===== config.mk =====
export PLATFORM = sky130hd
export DESIGN_NAME = vga_timing_gen
export DESIGN_NICKNAME = d
export VERILOG_FILES = /design/src/rtl/vga_pkg.sv /design/src/rtl/vga_tpg.sv /design/src/rtl/vga_timing_gen.sv
export SDC_FILE = /design/constraint.sdc
export NUM_CORES = 1
export LEC_CHECK = 0
export ABC_AREA = 1
export CORE_ASPECT_RATIO = 1.25
export CORE_MARGIN = 4
export CORE_UTILIZATION = 35
export CTS_CLUSTER_DIAMETER = 80
export DETAILED_ROUTE_END_ITERATION = 10
export GPL_ROUTABILITY_DRIVEN = 0
export REMOVE_ABC_BUFFERS = 1
export SYNTH_ARGS = -nofsm -noshare
export SYNTH_HDL_FRONTEND = slang
export SYNTH_SLANG_ARGS = --single-unit

===== constraint.sdc =====
create_clock -name clk -period 1.51 [get_ports clk]
set_clock_uncertainty 0.1 [all_clocks]
set_input_delay 0.151 -clock clk [delete_from_list [all_inputs] [get_ports clk]]
set_output_delay 0.151 -clock clk [all_outputs]
set_load 0.01 [all_outputs]

===== src/rtl/vga_pkg.sv =====
// -----------------------------------------------------------------------------
// vga_pkg
// Shared definitions for the VGA timing generator:
//   - default timing constants (800x600 @ 50 MHz pixel clock)
//   - test-pattern mode enumeration
//   - 8-entry colour-bar table and a lookup helper
// Counters and the x/y outputs are CNT_W bits wide.
// -----------------------------------------------------------------------------
package vga_pkg;

  localparam int CNT_W = 12;

  // Default timing, in pixel-clock cycles (horizontal) and lines (vertical).
  localparam int DEF_H_SYNC   = 120;
  localparam int DEF_H_BP     = 64;
  localparam int DEF_H_ACTIVE = 800;
  localparam int DEF_H_FP     = 56;
  localparam int DEF_V_SYNC   = 6;
  localparam int DEF_V_BP     = 23;
  localparam int DEF_V_ACTIVE = 600;
  localparam int DEF_V_FP     = 37;
  localparam int DEF_HS_POL   = 0;
  localparam int DEF_VS_POL   = 0;
  localparam int DEF_COLOR_W  = 4;
  localparam int DEF_GRID     = 32;

  typedef enum logic [1:0] {
    PASS  = 2'd0,  // external pixel data
    SOLID = 2'd1,  // full white
    BARS  = 2'd2,  // eight vertical colour bars
    GRID  = 2'd3   // white grid lines on black
  } mode_t;

  // Bar colours as {r,g,b} on/off flags; entry i lives at bits [3*i +: 3].
  // Order from the left edge: white, yellow, cyan, green, magenta, red,
  // blue, black.
  localparam logic [23:0] BAR_TABLE = {
    3'b000,  // 7 black
    3'b001,  // 6 blue
    3'b100,  // 5 red
    3'b101,  // 4 magenta
    3'b010,  // 3 green
    3'b011,  // 2 cyan
    3'b110,  // 1 yellow
    3'b111   // 0 white
  };

  function automatic logic [2:0] bar_rgb(input logic [2:0] idx);
    return BAR_TABLE[3*idx +: 3];
  endfunction

endpackage


===== src/rtl/vga_tpg.sv =====
// -----------------------------------------------------------------------------
// vga_tpg
// Test-pattern generator, only built when VGA_TPG_EN is defined.
// Latches the pattern mode at the first cycle of each frame and keeps bar /
// grid position counters that are updated on the same edge as the x/y
// registers of the timing generator, so every output here lines up with
// stage 1 (req, x, y). Positions come from wrap-around counters; no divide
// or modulo hardware is used.
// Ports:
//   clk, rst            pixel clock, synchronous active-high reset
//   mode                requested pattern (latched on frame0)
//   frame0              stage-0 flag: h_cnt = 0 and v_cnt = 0
//   act0                stage-0 flag: counters inside the active window
//   line0               stage-0 flag: first active pixel of an active line
//   vfirst0             stage-0 flag: v_cnt is the first active line
//   pix_r/g/b           external pixel data (stage-1 aligned)
//   pat_r/g/b           selected pattern colour (stage-1 aligned)
// -----------------------------------------------------------------------------
`ifdef VGA_TPG_EN
module vga_tpg
  import vga_pkg::*;
#(
  parameter int H_ACTIVE = DEF_H_ACTIVE,
  parameter int COLOR_W  = DEF_COLOR_W,
  parameter int GRID_PX  = DEF_GRID
) (
  input  logic               clk,
  input  logic               rst,
  input  logic [1:0]         mode,
  input  logic               frame0,
  input  logic               act0,
  input  logic               line0,
  input  logic               vfirst0,
  input  logic [COLOR_W-1:0] pix_r,
  input  logic [COLOR_W-1:0] pix_g,
  input  logic [COLOR_W-1:0] pix_b,
  output logic [COLOR_W-1:0] pat_r,
  output logic [COLOR_W-1:0] pat_g,
  output logic [COLOR_W-1:0] pat_b
);

  // Bars 0..6 are exactly BAR_W wide; bar 7 takes whatever is left.
  localparam int BAR_W = (H_ACTIVE / 8 > 0) ? H_ACTIVE / 8 : 1;

  mode_t            mode_reg;
  logic [CNT_W-1:0] bar_px_reg;
  logic [2:0]       bar_idx_reg;
  logic [CNT_W-1:0] gx_reg;
  logic [CNT_W-1:0] gy_reg;
  logic [2:0]       rgb;
  logic             grid_on;

  always_ff @(posedge clk) begin
    if (rst) begin
      mode_reg    <= PASS;
      bar_px_reg  <= '0;
      bar_idx_reg <= '0;
      gx_reg      <= '0;
      gy_reg      <= '0;
    end else begin
      if (frame0) begin
        mode_reg <= mode_t'(mode);
      end
      if (line0) begin
        // Start of an active line: x restarts, y steps by one line.
        bar_px_reg  <= '0;
        bar_idx_reg <= '0;
        gx_reg      <= '0;
        if (vfirst0) begin
          gy_reg <= '0;
        end else if (gy_reg == CNT_W'(GRID_PX - 1)) begin
          gy_reg <= '0;
        end else begin
          gy_reg <= gy_reg + 1'b1;
        end
      end else if (act0) begin
        if (gx_reg == CNT_W'(GRID_PX - 1)) begin
          gx_reg <= '0;
        end else begin
          gx_reg <= gx_reg + 1'b1;
        end
        // Once on the last bar, stop counting so it absorbs the remainder.
        if (bar_idx_reg != 3'd7) begin
          if (bar_px_reg == CNT_W'(BAR_W - 1)) begin
            bar_px_reg  <= '0;
            bar_idx_reg <= bar_idx_reg + 3'd1;
          end else begin
            bar_px_reg <= bar_px_reg + 1'b1;
          end
        end
      end
    end
  end

  always_comb begin
    rgb     = bar_rgb(bar_idx_reg);
    grid_on = (gx_reg == '0) || (gy_reg == '0);
    pat_r   = pix_r;
    pat_g   = pix_g;
    pat_b   = pix_b;
    case (mode_reg)
      SOLID: begin
        pat_r = '1;
        pat_g = '1;
        pat_b = '1;
      end
      BARS: begin
        pat_r = {COLOR_W{rgb[2]}};
        pat_g = {COLOR_W{rgb[1]}};
        pat_b = {COLOR_W{rgb[0]}};
      end
      GRID: begin
        pat_r = {COLOR_W{grid_on}};
        pat_g = {COLOR_W{grid_on}};
        pat_b = {COLOR_W{grid_on}};
      end
      default: ;
    endcase
  end

endmodule
`endif


===== src/rtl/vga_timing_gen.sv =====
// -----------------------------------------------------------------------------
// vga_timing_gen
// VGA timing generator with optional test-pattern generator.
// Optional feature macro: VGA_TPG_EN (builds vga_tpg and honours mode;
// otherwise mode is ignored and the output is the registered pix_* data).
//
// Pipeline:
//   stage 0  h_cnt / v_cnt counters (sync, back porch, active, front porch)
//   stage 1  req, x, y, and internal sync / frame flags
//   stage 2  hsync, vsync, de, frame_start, vga_* -- all mutually aligned
// pix_* is captured on the cycle req is high, so the external source may
// decode x and y combinationally.
//
// Ports:
//   clk, rst            pixel clock, synchronous active-high reset
//   mode                pattern select (latched at frame start)
//   pix_r/g/b           external pixel data
//   req, x, y           external pixel request and active coordinate
//   frame_start         one-cycle pulse at stage 2 of h_cnt = 0, v_cnt = 0
//   hsync, vsync, de    display timing
//   vga_r/g/b           pixel colour, zero outside de
// -----------------------------------------------------------------------------
module vga_timing_gen
  import vga_pkg::*;
#(
  parameter int H_SYNC   = DEF_H_SYNC,
  parameter int H_BP     = DEF_H_BP,
  parameter int H_ACTIVE = DEF_H_ACTIVE,
  parameter int H_FP     = DEF_H_FP,
  parameter int V_SYNC   = DEF_V_SYNC,
  parameter int V_BP     = DEF_V_BP,
  parameter int V_ACTIVE = DEF_V_ACTIVE,
  parameter int V_FP     = DEF_V_FP,
  parameter int HS_POL   = DEF_HS_POL,
  parameter int VS_POL   = DEF_VS_POL,
  parameter int COLOR_W  = DEF_COLOR_W,
  parameter int GRID     = DEF_GRID
) (
  input  logic               clk,
  input  logic               rst,
  input  logic [1:0]         mode,
  input  logic [COLOR_W-1:0] pix_r,
  input  logic [COLOR_W-1:0] pix_g,
  input  logic [COLOR_W-1:0] pix_b,
  output logic               req,
  output logic [CNT_W-1:0]   x,
  output logic [CNT_W-1:0]   y,
  output logic               frame_start,
  output logic               hsync,
  output logic               vsync,
  output logic               de,
  output logic [COLOR_W-1:0] vga_r,
  output logic [COLOR_W-1:0] vga_g,
  output logic [COLOR_W-1:0] vga_b
);

  localparam int H_TOTAL = H_SYNC + H_BP + H_ACTIVE + H_FP;
  localparam int V_TOTAL = V_SYNC + V_BP + V_ACTIVE + V_FP;
  localparam int H_START = H_SYNC + H_BP;
  localparam int H_END   = H_START + H_ACTIVE;
  localparam int V_START = V_SYNC + V_BP;
  localparam int V_END   = V_START + V_ACTIVE;

  localparam logic HS_ON   = (HS_POL != 0);
  localparam logic HS_IDLE = !HS_ON;
  localparam logic VS_ON   = (VS_POL != 0);
  localparam logic VS_IDLE = !VS_ON;

  // Stage 0: counters.
  logic [CNT_W-1:0] h_cnt_reg, h_cnt_next;
  logic [CNT_W-1:0] v_cnt_reg, v_cnt_next;
  logic             h_act0, v_act0, act0, frame0;

  // Stage 1.
  logic             req_reg;
  logic [CNT_W-1:0] x_reg, y_reg;
  logic             hs1_reg, vs1_reg, fs1_reg;

  // Stage 2.
  logic               de_reg, hsync_reg, vsync_reg, frame_start_reg;
  logic [COLOR_W-1:0] vga_r_reg, vga_g_reg, vga_b_reg;

  // Colour source feeding stage 2 (stage-1 aligned).
  logic [COLOR_W-1:0] col_r, col_g, col_b;

  always_comb begin
    h_cnt_next = h_cnt_reg + 1'b1;
    v_cnt_next = v_cnt_reg;
    if (h_cnt_reg == CNT_W'(H_TOTAL - 1)) begin
      h_cnt_next = '0;
      if (v_cnt_reg == CNT_W'(V_TOTAL - 1)) begin
        v_cnt_next = '0;
      end else begin
        v_cnt_next = v_cnt_reg + 1'b1;
      end
    end
  end

  always_ff @(posedge clk) begin
    if (rst) begin
      h_cnt_reg <= '0;
      v_cnt_reg <= '0;
    end else begin
      h_cnt_reg <= h_cnt_next;
      v_cnt_reg <= v_cnt_next;
    end
  end

  always_comb begin
    h_act0 = (h_cnt_reg >= CNT_W'(H_START)) && (h_cnt_reg < CNT_W'(H_END));
    v_act0 = (v_cnt_reg >= CNT_W'(V_START)) && (v_cnt_reg < CNT_W'(V_END));
    act0   = h_act0 && v_act0;
    frame0 = (h_cnt_reg == '0) && (v_cnt_reg == '0);
  end

  always_ff @(posedge clk) begin
    if (rst) begin
      req_reg <= 1'b0;
      x_reg   <= '0;
      y_reg   <= '0;
      hs1_reg <= HS_IDLE;
      vs1_reg <= VS_IDLE;
      fs1_reg <= 1'b0;
    end else begin
      req_reg <= act0;
      x_reg   <= act0 ? (h_cnt_reg - CNT_W'(H_START)) : '0;
      y_reg   <= act0 ? (v_cnt_reg - CNT_W'(V_START)) : '0;
      hs1_reg <= (h_cnt_reg < CNT_W'(H_SYNC)) ? HS_ON : HS_IDLE;
      // v_cnt only moves when h_cnt wraps, so vsync edges fall on h_cnt = 0.
      vs1_reg <= (v_cnt_reg < CNT_W'(V_SYNC)) ? VS_ON : VS_IDLE;
      fs1_reg <= frame0;
    end
  end

`ifdef VGA_TPG_EN
  logic line0, vfirst0;

  always_comb begin
    line0   = (h_cnt_reg == CNT_W'(H_START)) && v_act0;
    vfirst0 = (v_cnt_reg == CNT_W'(V_START));
  end

  vga_tpg #(
    .H_ACTIVE (H_ACTIVE),
    .COLOR_W  (COLOR_W),
    .GRID_PX  (GRID)
  ) u_tpg (
    .clk     (clk),
    .rst     (rst),
    .mode    (mode),
    .frame0  (frame0),
    .act0    (act0),
    .line0   (line0),
    .vfirst0 (vfirst0),
    .pix_r   (pix_r),
    .pix_g   (pix_g),
    .pix_b   (pix_b),
    .pat_r   (col_r),
    .pat_g   (col_g),
    .pat_b   (col_b)
  );
`else
  // Pattern generator not built: mode has no effect.
  logic unused_mode;
  assign unused_mode = ^mode;

  always_comb begin
    col_r = pix_r;
    col_g = pix_g;
    col_b = pix_b;
  end
`endif

  always_ff @(posedge clk) begin
    if (rst) begin
      de_reg          <= 1'b0;
      hsync_reg       <= HS_IDLE;
      vsync_reg       <= VS_IDLE;
      frame_start_reg <= 1'b0;
      vga_r_reg       <= '0;
      vga_g_reg       <= '0;
      vga_b_reg       <= '0;
    end else begin
      de_reg          <= req_reg;
      hsync_reg       <= hs1_reg;
      vsync_reg       <= vs1_reg;
      frame_start_reg <= fs1_reg;
      // Blank the colour outside the active window.
      vga_r_reg       <= req_reg ? col_r : '0;
      vga_g_reg       <= req_reg ? col_g : '0;
      vga_b_reg       <= req_reg ? col_b : '0;
    end
  end

  assign req         = req_reg;
  assign x           = x_reg;
  assign y           = y_reg;
  assign de          = de_reg;
  assign hsync       = hsync_reg;
  assign vsync       = vsync_reg;
  assign frame_start = frame_start_reg;
  assign vga_r       = vga_r_reg;
  assign vga_g       = vga_g_reg;
  assign vga_b       = vga_b_reg;

endmodule

# ---- Word-level counts from Yosys, hierarchy flattened
# Index checks and enable logic that the tools add are counted.
dict set report classes {
  n_addsub 4
  order_cmp 6
  n_eq_ne 2
  mux 3
  n_bitwise 2
  reduce_logical 9
}
# operator count
set ops {}
lappend ops {{adder 12 x 1 -> 12 bit, second input constant} 2}
lappend ops {{zero test 12 bit} 2}
lappend ops {{< comparator 12 x 10 -> 1 bit, second input constant} 2}
lappend ops {{equality test 12 x 10 -> 1 bit, second input constant} 1}
lappend ops {{equality test 12 x 11 -> 1 bit, second input constant} 1}
lappend ops {{>= comparator 12 x 5 -> 1 bit, second input constant} 1}
lappend ops {{>= comparator 12 x 8 -> 1 bit, second input constant} 1}
lappend ops {{< comparator 12 x 3 -> 1 bit, second input constant} 1}
lappend ops {{< comparator 12 x 7 -> 1 bit, second input constant} 1}
lappend ops {{two-way mux 12 bit} 1}
lappend ops {{subtractor 12 x 5 -> 12 bit, second input constant} 1}
lappend ops {{subtractor 12 x 8 -> 12 bit, second input constant} 1}
lappend ops {{OR reduction 2 bit} 3}
lappend ops {{logical AND 1 bit} 4}
lappend ops {{two-way mux 1 bit} 2}
lappend ops {{NOT 1 bit} 2}
dict set report totals {
  ff_bits 68
  in_bits 16
  output_inout_bits 41
  elab_cells 41
}

# ---- Longest topological paths before layout
dict set report depth {
  ltp_word 5
  ltp_mapped 11
  ltp_nobuf 11
}

# ---- Least setup slack after synthesis
# OpenSTA, ideal clock, no wires.
dict set report synth_path {
  path_kind {reg-to-reg}
  start {register v_cnt_reg[0]}
  end {register y_reg[4] (netlist: y[4])}
  setup_ns 0.117
  arrival_ns 1.419
  t_required_ns 1.293
  setup_slack_ns -0.126
  path_stages_with_launch 12
  path_buffers 1
  synth_period_minus_slack_ns 1.636
  path_cell_list {dfxtp_1 -> inv_1 -> ha_1 -> inv_1 -> nand2_1 -> nand2_1 -> nand2_1 -> nor2_1 -> nor2_4 -> nand3_4 -> buf_6 -> nor2_1}
}
dict set report synth_between {
  elab_chain_cells 5
  elab_cells_between_ends 7
  classes_between {add/sub: 1; order compare: 2; bitwise: 1; reduce/logical: 3}
}
# item line_no
set synth_lines {}
lappend synth_lines {{start, declared} vga_timing_gen.sv:71} ;# logic [CNT_W-1:0] v_cnt_reg, v_cnt_next;
lappend synth_lines {{start signal, assigned} vga_timing_gen.sv:105} ;# v_cnt_reg <= v_cnt_next;
lappend synth_lines {{>= comparator 12 x 5 -> 1 bit / < comparator 12 x 10 -> 1 bit (equally long branches)} vga_timing_gen.sv:111} ;# v_act0 = (v_cnt_reg >= CNT_W'(V_START)) && (v_cnt_reg < CNT_W'(V_END));
lappend synth_lines {{logical AND 1 bit} vga_timing_gen.sv:111}
lappend synth_lines {{logical AND 1 bit} vga_timing_gen.sv:112} ;# act0 = h_act0 && v_act0;
lappend synth_lines {{NOT 1 bit (no source line)} -}
lappend synth_lines {{OR reduction 2 bit (no source line)} -}
lappend synth_lines {{end signal, assigned} vga_timing_gen.sv:127} ;# y_reg <= act0 ? (v_cnt_reg - CNT_W'(V_START)) : '0;
lappend synth_lines {{end, declared} vga_timing_gen.sv:76} ;# logic [CNT_W-1:0] x_reg, y_reg;
# Parallel ways exist; a longest one is shown, timed or not.
# A chain may end at the register's enable or synchronous reset.

# ---- Worst setup path after layout
dict set report layout_path {
  start {register h_cnt_reg[3]}
  end {register x_reg[5] (netlist: x[5])}
}
dict set report layout_between {
  elab_chain_cells 5
  elab_cells_between_ends 7
  classes_between {add/sub: 1; order compare: 2; bitwise: 1; reduce/logical: 3}
}
# item line_no
set layout_lines {}
lappend layout_lines {{start, declared} vga_timing_gen.sv:70} ;# logic [CNT_W-1:0] h_cnt_reg, h_cnt_next;
lappend layout_lines {{start signal, assigned} vga_timing_gen.sv:104} ;# h_cnt_reg <= h_cnt_next;
lappend layout_lines {{>= comparator 12 x 8 -> 1 bit / < comparator 12 x 10 -> 1 bit (equally long branches)} vga_timing_gen.sv:110} ;# h_act0 = (h_cnt_reg >= CNT_W'(H_START)) && (h_cnt_reg < CNT_W'(H_END));
lappend layout_lines {{logical AND 1 bit} vga_timing_gen.sv:110}
lappend layout_lines {{logical AND 1 bit} vga_timing_gen.sv:112}
lappend layout_lines {{NOT 1 bit (no source line)} -}
lappend layout_lines {{OR reduction 2 bit (no source line)} -}
lappend layout_lines {{end signal, assigned} vga_timing_gen.sv:126} ;# x_reg <= act0 ? (h_cnt_reg - CNT_W'(H_START)) : '0;
lappend layout_lines {{end, declared} vga_timing_gen.sv:76}
# Parallel ways exist; a longest one is shown, timed or not.

==> impl_metrics.csv <==
group,metric,value,unit
synthesis,synth_common_cells,"nand2_1 (91), nor2_1 (88), dfxtp_1 (68)",
timing,max_slew.worst_pin.slew,307,ps
cts,numClockSinks,68,
synthesis,synthFlopType,"dfxtp_1",
cts,clk_latency,360,ps
flow_run,maxCapViolations,0,
cts,htree_levels,3,
power_and_ir_drop,leakagePower,2.49,nW
routing,ant_nets,0,
timing,slew_violations,0,
setup_path,critical_path_class,"flip-flop to flip-flop",
min_path,worst_hold_path_type,"input port to flip-flop",
die,dieArea,0.0102,mm^2
synthesis,synth.most_common_cell,"nand2_1",
global_route,overflow,0,
power_and_ir_drop,swShare,0.217,
die,core-area,0.00833,mm^2
final_layout,n_fill_cell,745,
setup_path,slowest_stage,"dfxtp_4",
synthesis,synth_edf_count,0,
final_layout,syn2layout_area_growth,62.3,%
synthesis,ys_warn_count,0,
placement,dpl_worst_slack,-139,ps
cts,clk_pin_slew,70,ps
routing,wirelength,8.58,mm
power_and_ir_drop,ir_worst_vdd,0.377,mV
die,start_util,0.363,
status,status,"finished, violations left",
synthesis,yosys.area.top_type,"dfxtp_1",
setup_path,critPathMaxFanout,8,
synthesis,synth_cell_types,29,
routing,viasPerCell,4.65,
placement,io_buffers,54,
routing,dr.pass1.iters,4,
die,die_w,91.1,um
timing,period_needed,1570,ps
cts,hold_buffers,0,
power_and_ir_drop,internal_power,0.00276,W
timing,final_hold_viol_count,0,
setup_path,crit_path_end_kind,"flip-flop",
synthesis,yosys.area_share.simple,0.361,
global_route,antenna_found_initial,0,
timing,fmax,636,MHz
synthesis,ys_top_cells_by_area,"dfxtp_1 (45%), nand2_1 (11%), nor2_1 (11%)",
synthesis,synth_area,0.00302,mm^2
power_and_ir_drop,p_per_area,719,mW/mm^2
synthesis,synth_top_family_by_area,"simple AND/OR/NAND/NOR gates",
final_layout,diodes,0,
synthesis,synthCells,418,
routing,vias,3069,
global_route,grt_pass1_vias,2977,
cts,numCtsBuffers,9,
setup_path,path_cells,"ha_4, nand2_4, nor2_1, nand4_1, nand2_2, nand3_4, buf_12, buf_12, nor2_2",
final_layout,nets,580,
power_and_ir_drop,power_switching,0.000767,W
status,violations,"setup timing",
setup_path,required,1710,ps
global_route,grt_start_max_net_pins,14,
routing,drc,0,
setup_path,cp_common_cell,"buf_12",
die,pin_count,57,
synthesis,syn_area_per_cell,7.23,um^2
setup_path,start_kind,"flip-flop",
power_and_ir_drop,combinationalPowerShare,0.055,
cts,cts_tree,"done",
final_layout,drive_gt1_frac,0.362,
timing,worst_slack,-62.7,ps
timing,grt_setup_unrepaired,"true",
timing,finalCritPeriodShare,1.04,
global_route,grtUsageTotal,0.169,
timing,setup_violations,12,
synthesis,ys_seq_area_frac,0.450,
routing,detail_route.wl_per_cell,13.0,um
setup_path,max_stage_delay,370,ps
synthesis,synth-compound-area-share,0.0323,
global_route,grt_first_pass_wirelength,13.6,mm
synthesis,ys_async_sr_fraction,0,
synthesis,synth_xor_area_frac,0.0319,
cts,root_buffer,"clkbuf_8",
power_and_ir_drop,seqPwrFrac,0.515,
power_and_ir_drop,clkPwrFrac,0.430,
synthesis,synth_top_cell_area_share,0.450,
power_and_ir_drop,finalPower,0.00353,W
routing,drt-initial-drc-count,99,
setup_path,cp.arrival,1770,ps
placement,dpl.hpwl,6.07,mm
final_layout,multiInputGateArea,0.00165,mm^2
synthesis,synthAdderAreaFrac,0.0248,
synthesis,synth_seq_cells,68,
die,die_height,112,um
final_layout,regArea,0.00139,mm^2
cts,clockBufferDepth,2,
synthesis,muxShareOfSynthArea,0,
timing,relSlewSlack,0.793,
die,core.rowCount,37,
-- layout by cell type, fill, tap and decap left out, types with 3 or more instances in the layout --
cell	synthesis	layout
a21oi_1	6	4
buf_12	0	5
buf_4	0	69
buf_6	4	8
clkbuf_8	1	11
clkdlybuf4s50_1	0	43
clkinv_2	1	3
dfxtp_1	68	52
dfxtp_2	0	12
dfxtp_4	0	4
dlymetal6s2s_1	0	11
ha_4	0	4
inv_1	57	50
inv_2	3	6
inv_4	0	3
nand2_1	91	78
nand2_2	3	11
nand2_4	1	6
nand3_1	26	23
nand3_2	3	4
nand3_4	1	3
nand4_1	8	8
nor2_1	88	58
nor2_2	7	30
nor2_4	3	10
nor3_1	8	6
o21ai_0	11	4
o21ai_1	0	5
xor2_1	10	9
-- worst max-delay path: cells and delay by family (launching register included) --
family        cells  cell delay [ps]
buf+inv           2              280
simple gates      6              590
fa+ha+maj         1              160
flops             1              370
-- cells by family after synthesis --
logic type,count (synthesis)
AND/OR/NAND/NOR,245
flip-flops,68
AO/OA/AOI/OAI,19
adder cells (fa/ha/maj),6
buffers and inverters,69
XOR/XNOR,11
-- path summary, 6_finish.rpt --
path	slack [ps]	from	to	cells after the start
setup / recovery	-60	h_cnt_reg[3]	x[5]	9
hold reg to reg	310	hs1_reg	hsync	1
hold / removal	210	pix_r[1]	vga_r[1]	3
setup reg to reg	-60	h_cnt_reg[3]	x[5]	9
-- metal layers --
metal | vias to the layer above | GRT usage | wire length, um
met4 | 0 | 0.103 | 290
met5 | - | 0 | 0
met1 | 1416 | 0.169 | 3240
met3 | 25 | 0.0453 | 289
met2 | 66 | 0.309 | 4770
li1 | 1562 | - | -
-- cell type report --
type | instances | share of cell area
Tap cell | 97 | 0.0247
Multi-Input combinational cell | 281 | 0.336
Inverter | 61 | 0.0495
Sequential cell | 68 | 0.283
Timing Repair Buffer | 137 | 0.265
Clock inverter | 4 | 0.00969
Clock buffer | 12 | 0.0316
-- per-stage QoR --
step	util	instances	setup TNS, ps	instance area, um^2	hold slack [ps]
2_1_floorplan	-	410	-2730	2950	120
3_3_place_gp	0.501	629	-2360	4170	295
3_5_place_dp	0.501	629	-3310	4170	294
4_1_cts	0.551	652	-530	4590	193
5_1_grt	0.589	660	-1990	4910	191
6_report	0.589	660	-481	4910	210
-- power groups by stage --
stage,Sequential [W],Combinational (W),Clock [W]
floorplan,0.00186,0.0000534,0
global placement,0.00186,0.000151,0
detailed placement,0.00186,0.000152,0
CTS,0.00182,0.000159,0.00156
global route,0.00182,0.000211,0.00165
finish,0.00182,0.000194,0.00152
-- timing repair --
action,4_1_cts,5_1_grt
pin swaps,12,21
resized for setup,51,89
gates cloned,2,1
setup buffers,6,10
setup endpoints to repair,46,60
(Power assumes the default switching activity.)
